### src/rtl/sw_array_ctrl.sv
// rtl/sw_array_ctrl.sv - load/stream/drain sequencer for a Smith-Waterman systolic PE chain
module sw_array_ctrl #(
  parameter int NUM_PE    = 16,
  parameter int WIDTH     = 10,
  parameter int REF_LEN_W = 16
) (
  input  logic                 clk,
  input  logic                 rst,
  input  logic                 start,
  input  logic [1:0]           q_base,
  input  logic                 q_valid,
  output logic                 q_ready,
  input  logic [1:0]           r_base,
  input  logic                 r_valid,
  input  logic                 r_last,
  output logic                 r_ready,
  output logic [1:0]           pe_S,
  output logic                 pe_store_S,
  output logic [1:0]           pe_T,
  output logic                 pe_init,
  input  logic [WIDTH-1:0]     last_V,
  input  logic                 last_init,
  output logic                 busy,
  output logic                 done,
  output logic                 err,
  output logic [WIDTH-1:0]     best_score,
  output logic [REF_LEN_W-1:0] best_pos
);

  localparam int CNT_W = $clog2(NUM_PE + 1);

  localparam logic [2:0] ST_IDLE   = 3'd0;
  localparam logic [2:0] ST_LOAD   = 3'd1;
  localparam logic [2:0] ST_STREAM = 3'd2;
  localparam logic [2:0] ST_DRAIN  = 3'd3;
  localparam logic [2:0] ST_DONE   = 3'd4;

  localparam logic [CNT_W-1:0]     CNT_LAST = CNT_W'(NUM_PE - 1);
  localparam logic [CNT_W-1:0]     CNT_ONE  = CNT_W'(1);
  localparam logic [REF_LEN_W-1:0] REF_ONE  = REF_LEN_W'(1);
  localparam logic [REF_LEN_W-1:0] REF_MAX  = {REF_LEN_W{1'b1}};

  logic [2:0]           state_q, state_d;
  logic [CNT_W-1:0]     q_cnt_q, q_cnt_d;
  logic [CNT_W-1:0]     drain_cnt_q, drain_cnt_d;
  logic [REF_LEN_W-1:0] r_cnt_q, r_cnt_d;
  logic [REF_LEN_W-1:0] col_cnt_q, col_cnt_d;
  logic [WIDTH-1:0]     best_score_q, best_score_d;
  logic [REF_LEN_W-1:0] best_pos_q, best_pos_d;
  logic                 err_q, err_d;

  logic [REF_LEN_W-1:0] r_cnt_inc;
  logic                 tracking;

  assign r_cnt_inc = r_cnt_q + REF_ONE;
  assign tracking  = (state_q == ST_STREAM) || (state_q == ST_DRAIN);

  // Job sequencing: query load, reference stream with gap/overflow checks, fixed-length drain
  always_comb begin
    state_d     = state_q;
    q_cnt_d     = q_cnt_q;
    drain_cnt_d = drain_cnt_q;
    r_cnt_d     = r_cnt_q;
    err_d       = err_q;
    case (state_q)
      ST_IDLE: begin
        if (start) begin
          state_d     = ST_LOAD;
          err_d       = 1'b0;
          q_cnt_d     = '0;
          r_cnt_d     = '0;
          drain_cnt_d = '0;
        end
      end
      ST_LOAD: begin
        if (q_valid) begin
          q_cnt_d = q_cnt_q + CNT_ONE;
          if (q_cnt_q == CNT_LAST) begin
            state_d = ST_STREAM;
          end
        end
      end
      ST_STREAM: begin
        if (r_valid) begin
          r_cnt_d = r_cnt_inc;
          if (r_last) begin
            state_d     = ST_DRAIN;
            drain_cnt_d = CNT_LAST;
          end else if (r_cnt_inc == REF_MAX) begin
            // Position counter would saturate before the reference ends
            err_d   = 1'b1;
            state_d = ST_IDLE;
          end
        end else if (r_cnt_q != '0) begin
          // A gap after the first beat breaks the diagonal wavefront in the chain
          err_d   = 1'b1;
          state_d = ST_IDLE;
        end
      end
      ST_DRAIN: begin
        if (drain_cnt_q == '0) begin
          state_d = ST_DONE;
        end else begin
          drain_cnt_d = drain_cnt_q - CNT_ONE;
        end
      end
      ST_DONE: begin
        state_d = ST_IDLE;
      end
      default: begin
        state_d = ST_IDLE;
      end
    endcase
  end

  // Best-score tracking on last-PE columns; strict compare keeps the earliest tie
  always_comb begin
    col_cnt_d    = col_cnt_q;
    best_score_d = best_score_q;
    best_pos_d   = best_pos_q;
    if (state_q == ST_IDLE) begin
      if (start) begin
        col_cnt_d    = '0;
        best_score_d = '0;
        best_pos_d   = '0;
      end
    end else if (tracking && last_init) begin
      col_cnt_d = col_cnt_q + REF_ONE;
      if ($signed(last_V) > $signed(best_score_q)) begin
        best_score_d = last_V;
        best_pos_d   = col_cnt_q;
      end
    end
  end

  // Handshake and PE-facing drive, decoded from state; data forced to 0 off-beat
  always_comb begin
    q_ready    = (state_q == ST_LOAD);
    r_ready    = (state_q == ST_STREAM);
    pe_store_S = q_ready && q_valid;
    pe_S       = pe_store_S ? q_base : 2'b00;
    pe_init    = r_ready && r_valid;
    pe_T       = pe_init ? r_base : 2'b00;
    busy       = (state_q != ST_IDLE);
    done       = (state_q == ST_DONE);
  end

  assign err        = err_q;
  assign best_score = best_score_q;
  assign best_pos   = best_pos_q;

  // State and datapath registers
  always_ff @(posedge clk) begin
    if (rst) begin
      state_q      <= ST_IDLE;
      q_cnt_q      <= '0;
      drain_cnt_q  <= '0;
      r_cnt_q      <= '0;
      col_cnt_q    <= '0;
      best_score_q <= '0;
      best_pos_q   <= '0;
      err_q        <= 1'b0;
    end else begin
      state_q      <= state_d;
      q_cnt_q      <= q_cnt_d;
      drain_cnt_q  <= drain_cnt_d;
      r_cnt_q      <= r_cnt_d;
      col_cnt_q    <= col_cnt_d;
      best_score_q <= best_score_d;
      best_pos_q   <= best_pos_d;
      err_q        <= err_d;
    end
  end

endmodule

### config.mk
export PLATFORM = sky130hd
export DESIGN_NAME = sw_array_ctrl
export DESIGN_NICKNAME = d
export VERILOG_FILES = /design/src/rtl/sw_array_ctrl.sv
export SDC_FILE = /design/constraint.sdc
export NUM_CORES = 1
export LEC_CHECK = 0
export CAP_MARGIN = 5
export CORE_ASPECT_RATIO = 2
export CORE_UTILIZATION = 40
export CTS_CLUSTER_DIAMETER = 100
export DETAILED_ROUTE_END_ITERATION = 6
export GPL_ROUTABILITY_DRIVEN = 0
export PLACE_DENSITY = 0.61
export SLEW_MARGIN = 30
export SYNTH_ARGS = -nofsm -noshare
export SYNTH_HDL_FRONTEND = slang
export SYNTH_SLANG_ARGS = --single-unit
### constraint.sdc
create_clock -name clk -period 2.3 [get_ports clk]
set_clock_uncertainty 0.2 [all_clocks]
set_input_delay 0.23 -clock clk [delete_from_list [all_inputs] [get_ports clk]]
set_output_delay 0.23 -clock clk [all_outputs]
set_load 0.01 [all_outputs]
# Word level (Yosys, flattened, before mapping)
# Index checks and enable logic that the tools add are counted.
# totals
out_inout_bits	37
register_bits	72
input_bits	21
# op_classes
n_reduce_logical	20
eq_ne	17
n_mux	36
magnitude_cmp	1
n_addsub	4
# ops
cell	count
2-to-1 mux 16 bit	7
2-to-1 mux 10 bit	4
adder 16 x 1 -> 16 bit (second input constant)	2
one-hot mux 16 bit (2 select lines)	1
2-to-1 mux 5 bit	5
2-to-1 mux 3 bit	8
== test 16 bit (second input constant)	1
nonzero test 16 bit	1
one-hot mux 5 bit (3 select lines)	1
one-hot mux 3 bit (4 select lines)	1
> comparator 10 bit	1
inequality test 2 bit (second input constant)	5
one-hot mux 5 bit (2 select lines)	1
AND reduction 5 bit	2
AND reduction 3 bit	3
nonzero test 2 bit	4
== test 3 x 2 -> 1 bit (second input constant)	2
inequality test 3 x 2 -> 1 bit (second input constant)	2
AND reduction 6 bit	1
nonzero test 3 bit	2
adder 5 x 1 -> 5 bit (second input constant)	1
== test 5 x 4 -> 1 bit (second input constant)	1
zero test 5 bit	1
2-to-1 mux 1 bit	5
12 further kinds	16

# Depth between registers and ports, before layout
# logic_depth
word_depth	6
depth_mapped	11
mapped_depth_nobuf	9

# Least setup slack after synthesis
# Ideal clock, no wire load.
# synth_timing
path_type	register to register
start	register best_score_q[1], in the netlist best_score[1]
end	register best_pos_q[10], in the netlist best_pos[10]
slack_ps	35
n_path_buf	2
required_time_ps	2028
setup_ps	72
arrival_ps	1993
path_stages_with_launch	11
cell_sequence	dfxtp_1 > inv_1 > ha_1 > nor2b_1 > o21a_1 > o21ai_0 > a21oi_1 > o21ai_0 > buf_2 > buf_2 > mux2i_1
# synth_via
elab_chain_len	3
# synth_lines
item	line	text
start: declaration	48	logic [WIDTH-1:0] best_score_q, best_score_d;
start signal: assignment	169	best_score_q <= best_score_d;
> comparator 10 bit	129	if ($signed(last_V) > $signed(best_score_q)) begin
nonzero test 2 bit (no line)	-	
AND reduction 3 bit (no line)	-	
end signal: assignment	170	best_pos_q <= best_pos_d;
end: declaration	49	logic [REF_LEN_W-1:0] best_pos_q, best_pos_d;
# Every way passes these cells.
# A chain may end at the register's enable or synchronous reset.

# Final worst setup path
# layout_timing
start	register drain_cnt_q[0]
end	register drain_cnt_q[3]
# layout_via
elab_chain_len	3
word_cells_on_any_way	6
classes_between	add/sub: 1; eq/ne: 1; mux: 2; reduce/logical: 2
# layout_lines
item	line	text
start: declaration	45	logic [CNT_W-1:0] drain_cnt_q, drain_cnt_d;
start signal: assignment	166	drain_cnt_q <= drain_cnt_d;
subtractor 5 x 1 -> 5 bit or zero test 5 bit (tied branches)	104, 101	
2-to-1 mux 5 bit or inequality test 2 bit (tied branches)	-	
one-hot mux 5 bit (3 select lines) or AND reduction 5 bit (tied branches)	-	
# Parallel ways exist; a longest one is shown, timed or not. The select of a mux whose other input is x is not followed.

==> impl_metrics.csv <==
group,metric,value,unit
synthesis,synth_simple_gate_area_share,28.4,%
cts,cts.sinks,72,
layout,drive_above_1_share,14.2,%
routing,drc_errors,0,
synthesis,synth_enable_flop_cells,0,
synthesis,ys_top_cells_by_area,"dfxtp_1 37%, mux2i_1 6.6%, nand2_1 5.6%",
layout,multi_input_area,0.00229,mm²
grt,antenna_found_initial,0,
placed_design,port_buffers,57,
routing,drt-total-wl,10100,µm
power_and_ir_drop,powerDensity,675,mW/mm²
synthesis,muxShareOfSynthArea,6.60,%
sta,hold_viol_final,0,
layout,final_nets,603,
synthesis,synth_ff_type,"dfxtp_1",
grt,grt_usage,21.1,%
layout,antenna_cells,0,
synthesis,avgSynthCellArea,8.19,µm²
routing,wl_met3,296,µm
cts,cts_hold_buffers,0,
routing,wl_met2,5700,µm
job,maxCapViolCount,0,
layout,fill_cells,871,
synthesis,syn_inst,481,
routing,drt-pass1-iter-count,5,
synthesis,ys.warnings.count,0,
routing,drt-initial-drc-count,185,
die,coreArea,0.00945,mm²
synthesis,ys_seq_area_share,36.6,%
die,row_count,50,
setup_path,worst-setup-path-type,"reg -> reg",
cts,clk_path_buf_depth,2,
cts,cts.htree.levels,3,
layout,fin_util,55.5,%
setup_path,critPathLaunchType,"flop",
sta,fin_crit,2.19,ns
sta,setup_viol,0,
sta,rsz0062_at_grt,"true",
synthesis,synth_top_family_by_area,"simple AND/OR/NAND/NOR gates",
sta,timing.fmax,458,MHz
die,fp.dieW,72.2,µm
placed_design,place_hpwl,7830,µm
synthesis,ys_types,59,
synthesis,synth_adder_area_share,5.40,%
routing,routed_via_density,5.24,
grt,grt_pass1_vias,3670,
routing,routedWlPerCell,14.5,µm
grt,grt_pass1_wl,17100,µm
cts,cts_tree,"done",
run_status,run_status,"finished, final reports clean",
power_and_ir_drop,p_leak,2.15,nW
routing,drt.antenna.violating_nets,0,
routing,wl_met1,3730,µm
layout,area_growth,33.1,%
synthesis,ys_ff_latch,72,
layout,stdcell_area,0.00525,mm²
sta,post-route-period-util,95.0,%
placed_design,dpl-instance-area,0.00489,mm²
setup_path,end_kind,"flop",
synthesis,syn-num-nets,519,
synthesis,yosys.area.top_type,"dfxtp_1",
layout,regArea,0.00145,mm²
setup_path,required,2.38,ns
synthesis,synthXorXnorAreaFrac,4.22,%
power_and_ir_drop,ir_drop,0.372,mV
die,io_pins,58,
die,dieArea,0.0103,mm²
sta,tightest_slew,0.483,ns
grt,grt_max_degree,27,
grt,grt_overflow,0,
cts,path_clk_slew,0.06,ns
die,initial_utilization,41.7,%
synthesis,synth_top_area_share,36.6,%
setup_path,arrival,2.26,ns
sta,max_slew_margin,67.3,%
hold_path,hold_path.class,"reg -> reg",
synthesis,netlist_area,0.00394,mm²
routing,num_vias,3670,
synthesis,async_flop_share,0,%
cts,cts_buffers,9,
setup_path,path_max_fanout,5,
die,fp.dieH,142,µm
routing,routed.top_layer,"met4",
cts,clockRootBuffer,"clkbuf_16",
cts,clk_latency,0.33,ns
synthesis,synth_compound_area_share,12.7,%
sta,slew_violations,0,
==> per-layer routing <==
layer | global-route usage (%) | vias to the layer above
met5 | 0 | -
li1 | - | 1831
met4 | 11.0 | 0
met2 | 39.8 | 83
met1 | 20.9 | 1731
met3 | 3.97 | 25
==> registers in the layout, indices dropped and copies added (netlist names) <==
signal       count
best_pos        16
best_score      10
drain_cnt_q      5
state_q          3
col_cnt_q       16
q_cnt_q          5
r_cnt_q         16
err              1
==> per-stage QoR <==
stage	TNS (ns)	hold slack [ns]	std cells	power, mW	setup slack, ns
2_1_floorplan	0	0.182	481	1.71	0.0349
3_3_place_gp	-3.71	0.241	684	2.00	-0.135
3_5_place_dp	-5.01	0.238	684	2.01	-0.189
4_1_cts	0	0.254	700	3.56	0.0112
5_1_grt	-0.0115	0.260	700	3.69	-0.0115
6_report	0	0.253	700	3.54	0.114
==> cell usage in the layout, fill, tap and decap left out, types with 5 or more instances in the layout <==
cell type | Yosys | final
a211oi_1 | 5 | 5
a21oi_1 | 35 | 33
and3_1 | 10 | 10
buf_4 | 6 | 42
clkbuf_16 | 0 | 9
clkdlybuf4s50_1 | 0 | 50
dfxtp_1 | 72 | 69
ha_1 | 17 | 16
inv_1 | 22 | 21
mux2i_1 | 26 | 26
nand2_1 | 59 | 59
nand2b_1 | 31 | 31
nand3_1 | 11 | 11
nand4_1 | 12 | 12
nor2_1 | 49 | 49
nor4_1 | 10 | 9
o21ai_0 | 17 | 15
xnor2_1 | 6 | 6
xor2_1 | 13 | 13
==> path summary, 6_finish.rpt <==
check | start | endpoint | slack [ns] | cells after the start
hold reg to reg | best_pos[6]$_SDFFE_PP0P_ | best_pos[6]$_SDFFE_PP0P_ | 0.25 | 2
hold / removal | best_pos[6]$_SDFFE_PP0P_ | best_pos[6]$_SDFFE_PP0P_ | 0.25 | 2
setup / recovery | drain_cnt_q[0]$_SDFFE_PP0P_ | drain_cnt_q[3]$_SDFFE_PP0P_ | 0.11 | 9
setup reg to reg | drain_cnt_q[0]$_SDFFE_PP0P_ | drain_cnt_q[3]$_SDFFE_PP0P_ | 0.11 | 9
==> synth_stat cells (all sizes together) (3+ instances only) <==
library cell and number:
and3 10, xor2 13, xnor2 6, inv 23, a21oi 36, or2 3
a22oi 3, nor4 12, a311oi 4, or3 5, nand3 12, clkbuf 9
buf 19, dfxtp 72, ha 17, a31oi 3, nand2 60, o21ai 17
nand2b 31, a211oi 5, mux2i 26, nor2 49, nor3 3, nand4 14
nor3b 4
==> report_power, final <==
group / switching [mW] / internal [mW] / total, mW
clock network: 0.568 / 0.985 / 1.55
registers: 0.0340 / 1.28 / 1.32
logic: 0.360 / 0.310 / 0.670
==> cell type report <==
cell class	count	area share [%]
clock inverter	6	1.72
multi-input combinational	358	43.7
timing repair buffer	101	17.7
inverter	23	1.69
tap	130	3.10
clock buffer	10	4.56
sequential	72	27.5
==> repair_timing <==
item,4_1_cts,5_1_grt
pin swaps,0,1
endpoints found under the setup margin,6,9
buffers inserted,0,0
gates resized for setup,8,9
cloned,0,0
==> cells by family (layout without fill, tap and decap cells) <==
group,after synthesis,in the layout
compound gates,81,81
xor+xnor,19,19
fa+ha+maj,17,17
buf+inv,51,140
flops,72,72
mux,26,26
simple gates,215,215
==> worst max-delay path, cell delays in order (launching register included) <==
cell and delay [ns]:
dfxtp_2 0.36, inv_1 0.05, ha_1 0.21, nor4b_1 0.17, a221o_1 0.36, a211o_1 0.34, buf_4 0.16, a21oi_1 0.15
a21oi_2 0.05, nor2_1 0.07
(Power assumes the default switching activity.)
